<file path="config.mk">
export PLATFORM = sky130hd
export DESIGN_NAME = truth_sweep_flat
export DESIGN_NICKNAME = d
export VERILOG_FILES = /design/src/rtl/truth_sweep_pkg.sv /design/src/rtl/truth_sweep_if.sv /design/src/rtl/truth_sweep.sv /design/src/flat_wrapper.sv
export SDC_FILE = /design/constraint.sdc
export NUM_CORES = 1
export LEC_CHECK = 0
export CAP_MARGIN = 30
export CORE_MARGIN = 2
export CORE_UTILIZATION = 44
export CTS_CLUSTER_DIAMETER = 200
export DETAILED_ROUTE_END_ITERATION = 10
export MAX_ROUTING_LAYER = met4
export PLACE_DENSITY = 0.76
export SYNTH_ARGS = -nofsm -noshare
export SYNTH_HDL_FRONTEND = slang
export SYNTH_SLANG_ARGS = --single-unit
</file>
<file path="constraint.sdc">
create_clock -name clk -period 2.1 [get_ports clk]
set_clock_uncertainty 0.2 [all_clocks]
set_input_delay 0.21 -clock clk [delete_from_list [all_inputs] [get_ports clk]]
set_output_delay 0.21 -clock clk [all_outputs]
set_load 0.005 [all_outputs]
</file>
<file path="src/rtl/truth_sweep_pkg.sv">
// Shared types and constants for the truth-table sweep sequencer.
// Holds the FSM encoding, the default table width and the reference table of (x|y)&~z.
package truth_sweep_pkg;

    typedef enum logic [1:0] {
        ST_IDLE = 2'd0,
        ST_RUN  = 2'd1,
        ST_DONE = 2'd2
    } state_e;

    localparam int N_IN_DEF = 3;
    localparam int TT_W     = 2 ** N_IN_DEF;

    // Expected table of (x|y)&~z, bit index {x,y,z}.
    localparam logic [TT_W-1:0] FXYZ_TT = 8'h54;

    function automatic int tt_width(input int n_in);
        return 1 << n_in;
    endfunction

endpackage

</file>
<file path="src/rtl/truth_sweep_if.sv">
// Bundle between the sweep sequencer and whoever controls it and closes the loop
// through the function under test.
interface truth_sweep_if
    import truth_sweep_pkg::*;
#(
    parameter int N_IN = 3
) ();
    localparam int TW = tt_width(N_IN);

    // start is a level sampled on any edge while IDLE or DONE (ignored in RUN); abort is
    // sampled on every edge and wins over everything; done/tt/ones/mism hold until restart.
    logic             start;
    logic             abort;
    logic [TW-1:0]    expect_tt;
    logic             s;
    logic [N_IN-1:0]  vec;
    logic             busy;
    logic             done;
    logic [TW-1:0]    tt;
    logic [N_IN:0]    ones;
    logic [N_IN:0]    mism;
    logic             pass;
    state_e           dbg_state;

    modport slave (
        input  start, abort, expect_tt, s,
        output vec, busy, done, tt, ones, mism, pass, dbg_state
    );

    modport master (
        output start, abort, expect_tt, s,
        input  vec, busy, done, tt, ones, mism, pass, dbg_state
    );

endinterface

</file>
<file path="src/rtl/truth_sweep.sv">
// Walks every input vector of an N_IN-input combinational block, samples its output after
// SETTLE cycles per vector, builds the truth table and scores it against expect_tt.
module truth_sweep
    import truth_sweep_pkg::*;
#(
    parameter int N_IN   = 3,
    parameter int SETTLE = 1   // legal range 1..15
) (
    input  logic        clk,
    input  logic        rst,
    truth_sweep_if.slave bus
);
    localparam int TW = tt_width(N_IN);

    localparam logic [3:0]      LAST_CNT = 4'(SETTLE - 1);
    localparam logic [3:0]      CNT_ONE  = 4'd1;
    localparam logic [N_IN-1:0] VEC_MAX  = N_IN'(TW - 1);
    localparam logic [N_IN-1:0] VEC_ONE  = N_IN'(1);
    localparam logic [N_IN:0]   SUM_ONE  = (N_IN + 1)'(1);

    state_e          state_q, state_d;
    logic [3:0]      cnt_q, cnt_d;
    logic [N_IN-1:0] vec_q, vec_d;
    logic [TW-1:0]   tt_q, tt_d;
    logic [N_IN:0]   ones_q, ones_d;
    logic [N_IN:0]   mism_q, mism_d;

    logic            s_one;
    logic            sample_now;

    always_ff @(posedge clk or posedge rst) begin
        if (rst) begin
            state_q <= ST_IDLE;
            cnt_q   <= '0;
            vec_q   <= '0;
            tt_q    <= '0;
            ones_q  <= '0;
            mism_q  <= '0;
        end else begin
            state_q <= state_d;
            cnt_q   <= cnt_d;
            vec_q   <= vec_d;
            tt_q    <= tt_d;
            ones_q  <= ones_d;
            mism_q  <= mism_d;
        end
    end

    // An unknown or floating s counts as 0 for the scores; tt still keeps the raw value.
    assign s_one      = (bus.s === 1'b1);
    assign sample_now = (cnt_q == LAST_CNT);

    always_comb begin
        state_d = state_q;
        cnt_d   = cnt_q;
        vec_d   = vec_q;
        tt_d    = tt_q;
        ones_d  = ones_q;
        mism_d  = mism_q;

        if (bus.abort) begin
            state_d = ST_IDLE;
            cnt_d   = '0;
            vec_d   = '0;
            tt_d    = '0;
            ones_d  = '0;
            mism_d  = '0;
        end else begin
            unique case (state_q)
                ST_IDLE, ST_DONE: begin
                    if (bus.start) begin
                        state_d = ST_RUN;
                        cnt_d   = '0;
                        vec_d   = '0;
                        tt_d    = '0;
                        ones_d  = '0;
                        mism_d  = '0;
                    end
                end
                ST_RUN: begin
                    if (sample_now) begin
                        tt_d[vec_q] = bus.s;
                        if (s_one) begin
                            ones_d = ones_q + SUM_ONE;
                        end
                        if (s_one != bus.expect_tt[vec_q]) begin
                            mism_d = mism_q + SUM_ONE;
                        end
                        // The last vector stays on the bus after the sweep instead of wrapping.
                        if (vec_q == VEC_MAX) begin
                            state_d = ST_DONE;
                        end else begin
                            vec_d = vec_q + VEC_ONE;
                            cnt_d = '0;
                        end
                    end else begin
                        cnt_d = cnt_q + CNT_ONE;
                    end
                end
                default: begin
                    state_d = ST_IDLE;
                end
            endcase
        end
    end

    assign bus.vec       = vec_q;
    assign bus.busy      = (state_q == ST_RUN);
    assign bus.done      = (state_q == ST_DONE);
    assign bus.tt        = tt_q;
    assign bus.ones      = ones_q;
    assign bus.mism      = mism_q;
    assign bus.pass      = (state_q == ST_DONE) && (mism_q == '0);
    assign bus.dbg_state = state_q;

endmodule
</file>
<file path="src/flat_wrapper.sv">
// flat-port wrapper written by rule: the top's interface ports become plain ports
module truth_sweep_flat import truth_sweep_pkg::*;
#(
    parameter int N_IN   = 3,
    parameter int SETTLE = 1                       
)
  (clk, rst, bus_start, bus_abort, bus_expect_tt, bus_s, bus_vec, bus_busy, bus_done, bus_tt, bus_ones, bus_mism, bus_pass, bus_dbg_state);
  truth_sweep_if #(.N_IN(N_IN)) bus_i ();
  input  logic clk;
  input  logic rst;
  input wire logic [$bits(bus_i.start)-1:0] bus_start;
  input wire logic [$bits(bus_i.abort)-1:0] bus_abort;
  input wire logic [$bits(bus_i.expect_tt)-1:0] bus_expect_tt;
  input wire logic [$bits(bus_i.s)-1:0] bus_s;
  output wire logic [$bits(bus_i.vec)-1:0] bus_vec;
  output wire logic [$bits(bus_i.busy)-1:0] bus_busy;
  output wire logic [$bits(bus_i.done)-1:0] bus_done;
  output wire logic [$bits(bus_i.tt)-1:0] bus_tt;
  output wire logic [$bits(bus_i.ones)-1:0] bus_ones;
  output wire logic [$bits(bus_i.mism)-1:0] bus_mism;
  output wire logic [$bits(bus_i.pass)-1:0] bus_pass;
  output wire logic [$bits(bus_i.dbg_state)-1:0] bus_dbg_state;
  assign bus_i.start = bus_start;
  assign bus_i.abort = bus_abort;
  assign bus_i.expect_tt = bus_expect_tt;
  assign bus_i.s = bus_s;
  assign bus_vec = bus_i.vec;
  assign bus_busy = bus_i.busy;
  assign bus_done = bus_i.done;
  assign bus_tt = bus_i.tt;
  assign bus_ones = bus_i.ones;
  assign bus_mism = bus_i.mism;
  assign bus_pass = bus_i.pass;
  assign bus_dbg_state = bus_i.dbg_state;
  truth_sweep #(.N_IN(N_IN), .SETTLE(SETTLE)) u_core (.clk(clk), .rst(rst), .bus(bus_i));
endmodule
</file>
Yosys cells after proc, flatten, opt, wreduce, memory -nomap -nowiden
Cells that the tools add are included.
{ "word_totals": {"elab_cells": 69, "out_inout_bits": 24, "in_bits": 13, "reg_bits": 25} }
{ "classes": {"muxes": 32, "n_eq_ne": 12, "order_cmp": 2, "reduce_logical": 13, "addsub": 4} }
{ "op_table": {"columns": ["op", "n"], "rows": [
  ["$mux W4", 10],
  ["$mux W8", 3],
  ["$pmux W4 S2", 3],
  ["$pmux W8 S2", 1],
  ["$add A4 B1 Y4 const B", 3],
  ["$mux W3", 4],
  ["$ne A3 B2 Y1 const B", 4],
  ["$reduce_and A4 Y1", 3],
  ["$reduce_and A3 Y1", 3],
  ["$bwmux W8", 1],
  ["$logic_not A4 Y1", 2],
  ["$mux W2", 4],
  ["$ne A3 B3 Y1 const B", 2],
  ["$pmux W3 S2", 1],
  ["$lt A3 B4 Y1 const B", 1],
  ["$ne A4 B4 Y1 const B", 1],
  ["$pmux W2 S2", 1],
  ["$add A3 B1 Y3 const B", 1],
  ["$bmux W1 S3", 1],
  ["$demux W1 S3", 1],
  ["$eq A3 B3 Y1 const B", 1],
  ["$ge A3 B1 Y1 const B", 1],
  ["$reduce_bool A3 Y1", 1],
  ["$eq A2 B1 Y1 const B", 1],
  ["7 further kinds", 9]
]} }

Longest topological paths before layout
{ "logic_depth": {"word_depth": 8, "ltp_mapped": 8, "depth_no_buf": 7} }

Least setup slack after synthesis
No wires, ideal clock.
{ "synth_path": {"path_type": "reg2reg", "startpoint": "register u_core.cnt_q[0]", "endpoint": "register u_core.tt_q[6] (netlist: u_core.bus.tt[6])", "t_required_ns": 1.760, "path_slack_ns": 0.081, "path_stages_with_launch": 9, "t_arrival_ns": 1.679, "path_cell_list": "dfrtp_1 inv_1 ha_1 nor3b_2 nor2_2 or2_1 buf_4 o311ai_0 o41ai_1"} }
{ "synth_via": {"elab_chain_len": 3} }
{ "synth_rtl": {"columns": ["element", "line_no", "text"], "rows": [
  ["start, declared", "truth_sweep.sv:22", "logic [3:0] cnt_q, cnt_d;"],
  ["start signal, assigned", "truth_sweep.sv:41", "cnt_q <= cnt_d;"],
  ["$logic_not A4 Y1", "truth_sweep.sv:51", "assign sample_now = (cnt_q == LAST_CNT);"],
  ["$ne A3 B2 Y1 (no source line)", null, null],
  ["$reduce_and A3 Y1 (no source line)", null, null],
  ["end signal, assigned", "truth_sweep.sv:43", "tt_q <= tt_d;"],
  ["end, declared", "truth_sweep.sv:24", "logic [TW-1:0] tt_q, tt_d;"]
]} }
No other way between the ends.
A chain may end at the register's enable or synchronous reset.

Worst setup path after layout
{ "layout_path": {"startpoint": "register u_core.cnt_q[1]", "endpoint": "register u_core.tt_q[2] (netlist: u_core.bus.tt[2])"} }
Same word-level chain as after synthesis.

==> qor.txt <==
Tmin final = 2020 ps
XOR/XNOR Fraction of Synth Area = 1.20%
Met2 usage = 31.4%
Switch Pwr = 241 uW
Required time worst endpoint = 2130 ps
DPL Wire Length = 2450 um
Area after DPL = 0.00194 mm2
CP max stage cell = dfrtp_1
Fraction of registers with async set/reset = 100%
Yosys warning total = 0
Clock power share = 24.4%
CTS clk-pin slew, worst paths = 140 ps
Core outline area = 0.00310 mm2
Initial antenna violation count = 0
Critical path launch point = u_core.cnt_q[1]
Grt ovf = 0
Num CTS Buffers = 3
First-pass GRT wire length = 5420 um
Syn Std Cell Area = 0.00146 mm2
Area growth from synthesis to layout = 39.3%
Final setup violation count = 0
Data arrival time of the worst path = 2050 ps
Reg power frac = 55.3%
Area share of fa/ha/maj cells after synthesis = 6.01%
# nets final = 220
TritonCTS Sinks = 25
Post-Syn Area per Cell = 9.77 um2
Fin. max-slew vios = 0
Final hold viol count = 0
Switching Fraction = 26.8%
Root buffer selected by CTS = clkbuf_4
Gate Count Post-Synth = 149
CTS tree = yes
Die Y-Extent = 61.5 um
Met3 Resource Use GR = 2.94%
Clk_lat worst skew = 320 ps
Routability congestion estimate = 0.755
Cells on worst reg2reg path = 7
Normalized max-slew margin = 74.0%
Critical Path, Cell by Cell = inv_1 -> ha_2 -> nor3b_4 -> nor2_2 -> or2_4 -> buf_4 -> o41ai_2
Worst vdd ir = 0.268 mV
Clock buffer depth = 2
DIE WIDTH = 61.5 um
Worst min-delay path category = input port to async pin
WL per Instance = 13.4 um
Starting Density = 46.9%
Cts hold-fix bufs = 0
Gate power share = 20.2%
Worst path max stage delay = 420 ps
Most Crowded Layer GR = met2
Synth Area in Simple Gates = 20.1%
Register area share after synthesis = 43.0%
Final Routed Wirelength = 3260 um
Critical path launch point type = register
Met1 Use GR = 25.7%
Final std cells w/o fill = 243
Iter 0 DRT Violations = 36
Synth cell types = 44
Mux cell area share after synthesis = 11.9%
Tcrit/Tclk final = 96.1%
First drt pass iteration count = 4
Syn Nets = 169
Main synth FF type = dfrtp_1
FP Rows = 20
Internal power = 659 uW
Pwr Density = 444 mW/mm2
Transition time of the tightest slew-check pin = 388 ps
Vias in the first global route = 1244
H-tree depth = 1
P_leak = 0.932 nW
Main combinational cell family by area after synthesis = simple AND/OR/NAND/NOR gates
Outcome = completed
Compound-Gate Fraction of Synth Area = 12.2%
DR vias = 1302
Inst Count DP = 238
# Max-Cap Violations = 0
IO Pins = 37
Area of the die = 0.00379 mm2
Routed Antenna Nets = 0
R2R Path Start = u_core.cnt_q[1]
Yosys reg bits = 25
Post-synth EDFFs = 0
CP endpoint kind = register
Post-Layout Inst Area = 0.00203 mm2
GRT Overall Usage = 19.7%
Largest net degree at the start of global routing = 26
Crit path kind = register to register
Port Buffer Count = 36
Worst-path fanout max = 7
Vias/cell = 5.36
DRC violations left = 0
F_max = 496 MHz
Ant diodes = 0
Layout cells sized above 1 = 20.1%
power by group through the flow:
stage	combinational [mW]	clock [mW]	sequential, mW
floorplan	0.0946	0	0.506
global placement	0.166	0	0.508
global route	0.199	0.237	0.500
CTS	0.175	0.225	0.498
detailed placement	0.169	0	0.508
finish	0.182	0.220	0.498
critical path, delay by kind of cell, from the launching register on:
family | cells | cell delay [ps]
AOI/OAI and AO/OA | 1 | 300
adders and majority gates | 1 | 190
DFF | 1 | 420
buffers and inverters | 2 | 240
and+or+nand+nor | 3 | 580
per-layer routing:
layer  vias up  wire [um]
met5         -          0
met4         0         35
li1        627          -
met3         4        125
met2        31       1580
met1       640       1520
sequential cells by signal, summed over array words and instances, names as in the netlist:
signal                cells
u_core.bus.dbg_state      2
u_core.bus.mism           4
u_core.bus.ones           4
u_core.bus.tt             8
u_core.bus.vec            3
u_core.cnt_q              4
synthesized netlist by cell type (all sizes together), types with 3 or more instances:
| cell | n | share of area (%) |
|---|---|---|
| a22o | 3 | 1.8 |
| mux2 | 3 | 2.8 |
| inv | 9 | 2.3 |
| o21ai | 11 | 3.8 |
| dfrtp | 25 | 43 |
| nand2 | 19 | 4.9 |
| ha | 7 | 6.0 |
| nor3 | 3 | 1.0 |
| a21oi | 3 | 1.0 |
| mux2i | 11 | 7.6 |
| or3 | 3 | 1.3 |
| nor2 | 10 | 2.7 |
| buf | 5 | 2.7 |
| nand3 | 6 | 2.1 |
metrics by stage:
stage	power, mW	worst slack [ps]	setup TNS (ps)	hold slack, ps	util [%]
2_1_floorplan	0.601	81.2	0	37.3	-
6_report	0.900	82.4	0	11.1	65.4
5_1_grt	0.936	-1.41	-1.41	36.3	65.4
4_1_cts	0.898	30.7	0	27.0	63.8
3_5_place_dp	0.677	-122	-360	315	62.7
3_3_place_gp	0.674	-105	-240	299	62.7
repair_timing:
action / 4_1_cts / 5_1_grt
pin swaps: 0 / 0
setup buffers: 1 / 0
resized for setup: 2 / 15
endpoints found under the hold margin: 0 / 0
setup endpoints to repair: 2 / 15
cells in the final DEF (no fill, tap or decap), types with 2 or more instances in the layout:
cell type / n
a31oi_1: 2
ha_1: 6
buf_4: 17
xor2_1: 2
mux2i_1: 11
nand4_1: 2
dfrtp_1: 24
mux2_4: 2
nand2_1: 19
nor4_2: 2
inv_2: 2
a21oi_1: 3
o21ai_0: 10
nor2_2: 2
nand3_1: 5
or3_1: 3
clkdlybuf4s50_1: 35
inv_1: 7
nor3_1: 3
a22o_1: 3
clkbuf_4: 3
nor2_1: 8
final cells by class:
class                      count  area [um2]
sequential                    25         627
timing repair buffer          53         487
tap                           44        55.1
fill                         272        1070
clock buffer                   4        26.3
inverter                       9        33.8
multi-input combinational    108         801
kinds of logic (layout without fill, tap and decap cells):
logic type / count (synthesis) / after routing
xor gates and xnor gates: 2 / 2
AOI/OAI and AO/OA: 27 / 27
muxes: 15 / 15
buffers and inverters: 16 / 66
DFF: 25 / 25
adders and majority gates: 7 / 7
and+or+nand+nor: 57 / 57
worst paths after layout:
| path | endpoint | slack, ps |
|---|---|---|
| hold reg to reg | u_core.bus.tt[5] | 340 |
| setup reg to reg | u_core.bus.tt[2] | 80 |
| max in group asynchronous | u_core.bus.vec[0] | 1430 |
| min in group clk | u_core.bus.tt[5] | 340 |
| hold / removal | u_core.bus.vec[0] | 10 |
| setup / recovery | u_core.bus.tt[2] | 80 |
(Power assumes the default switching activity.)
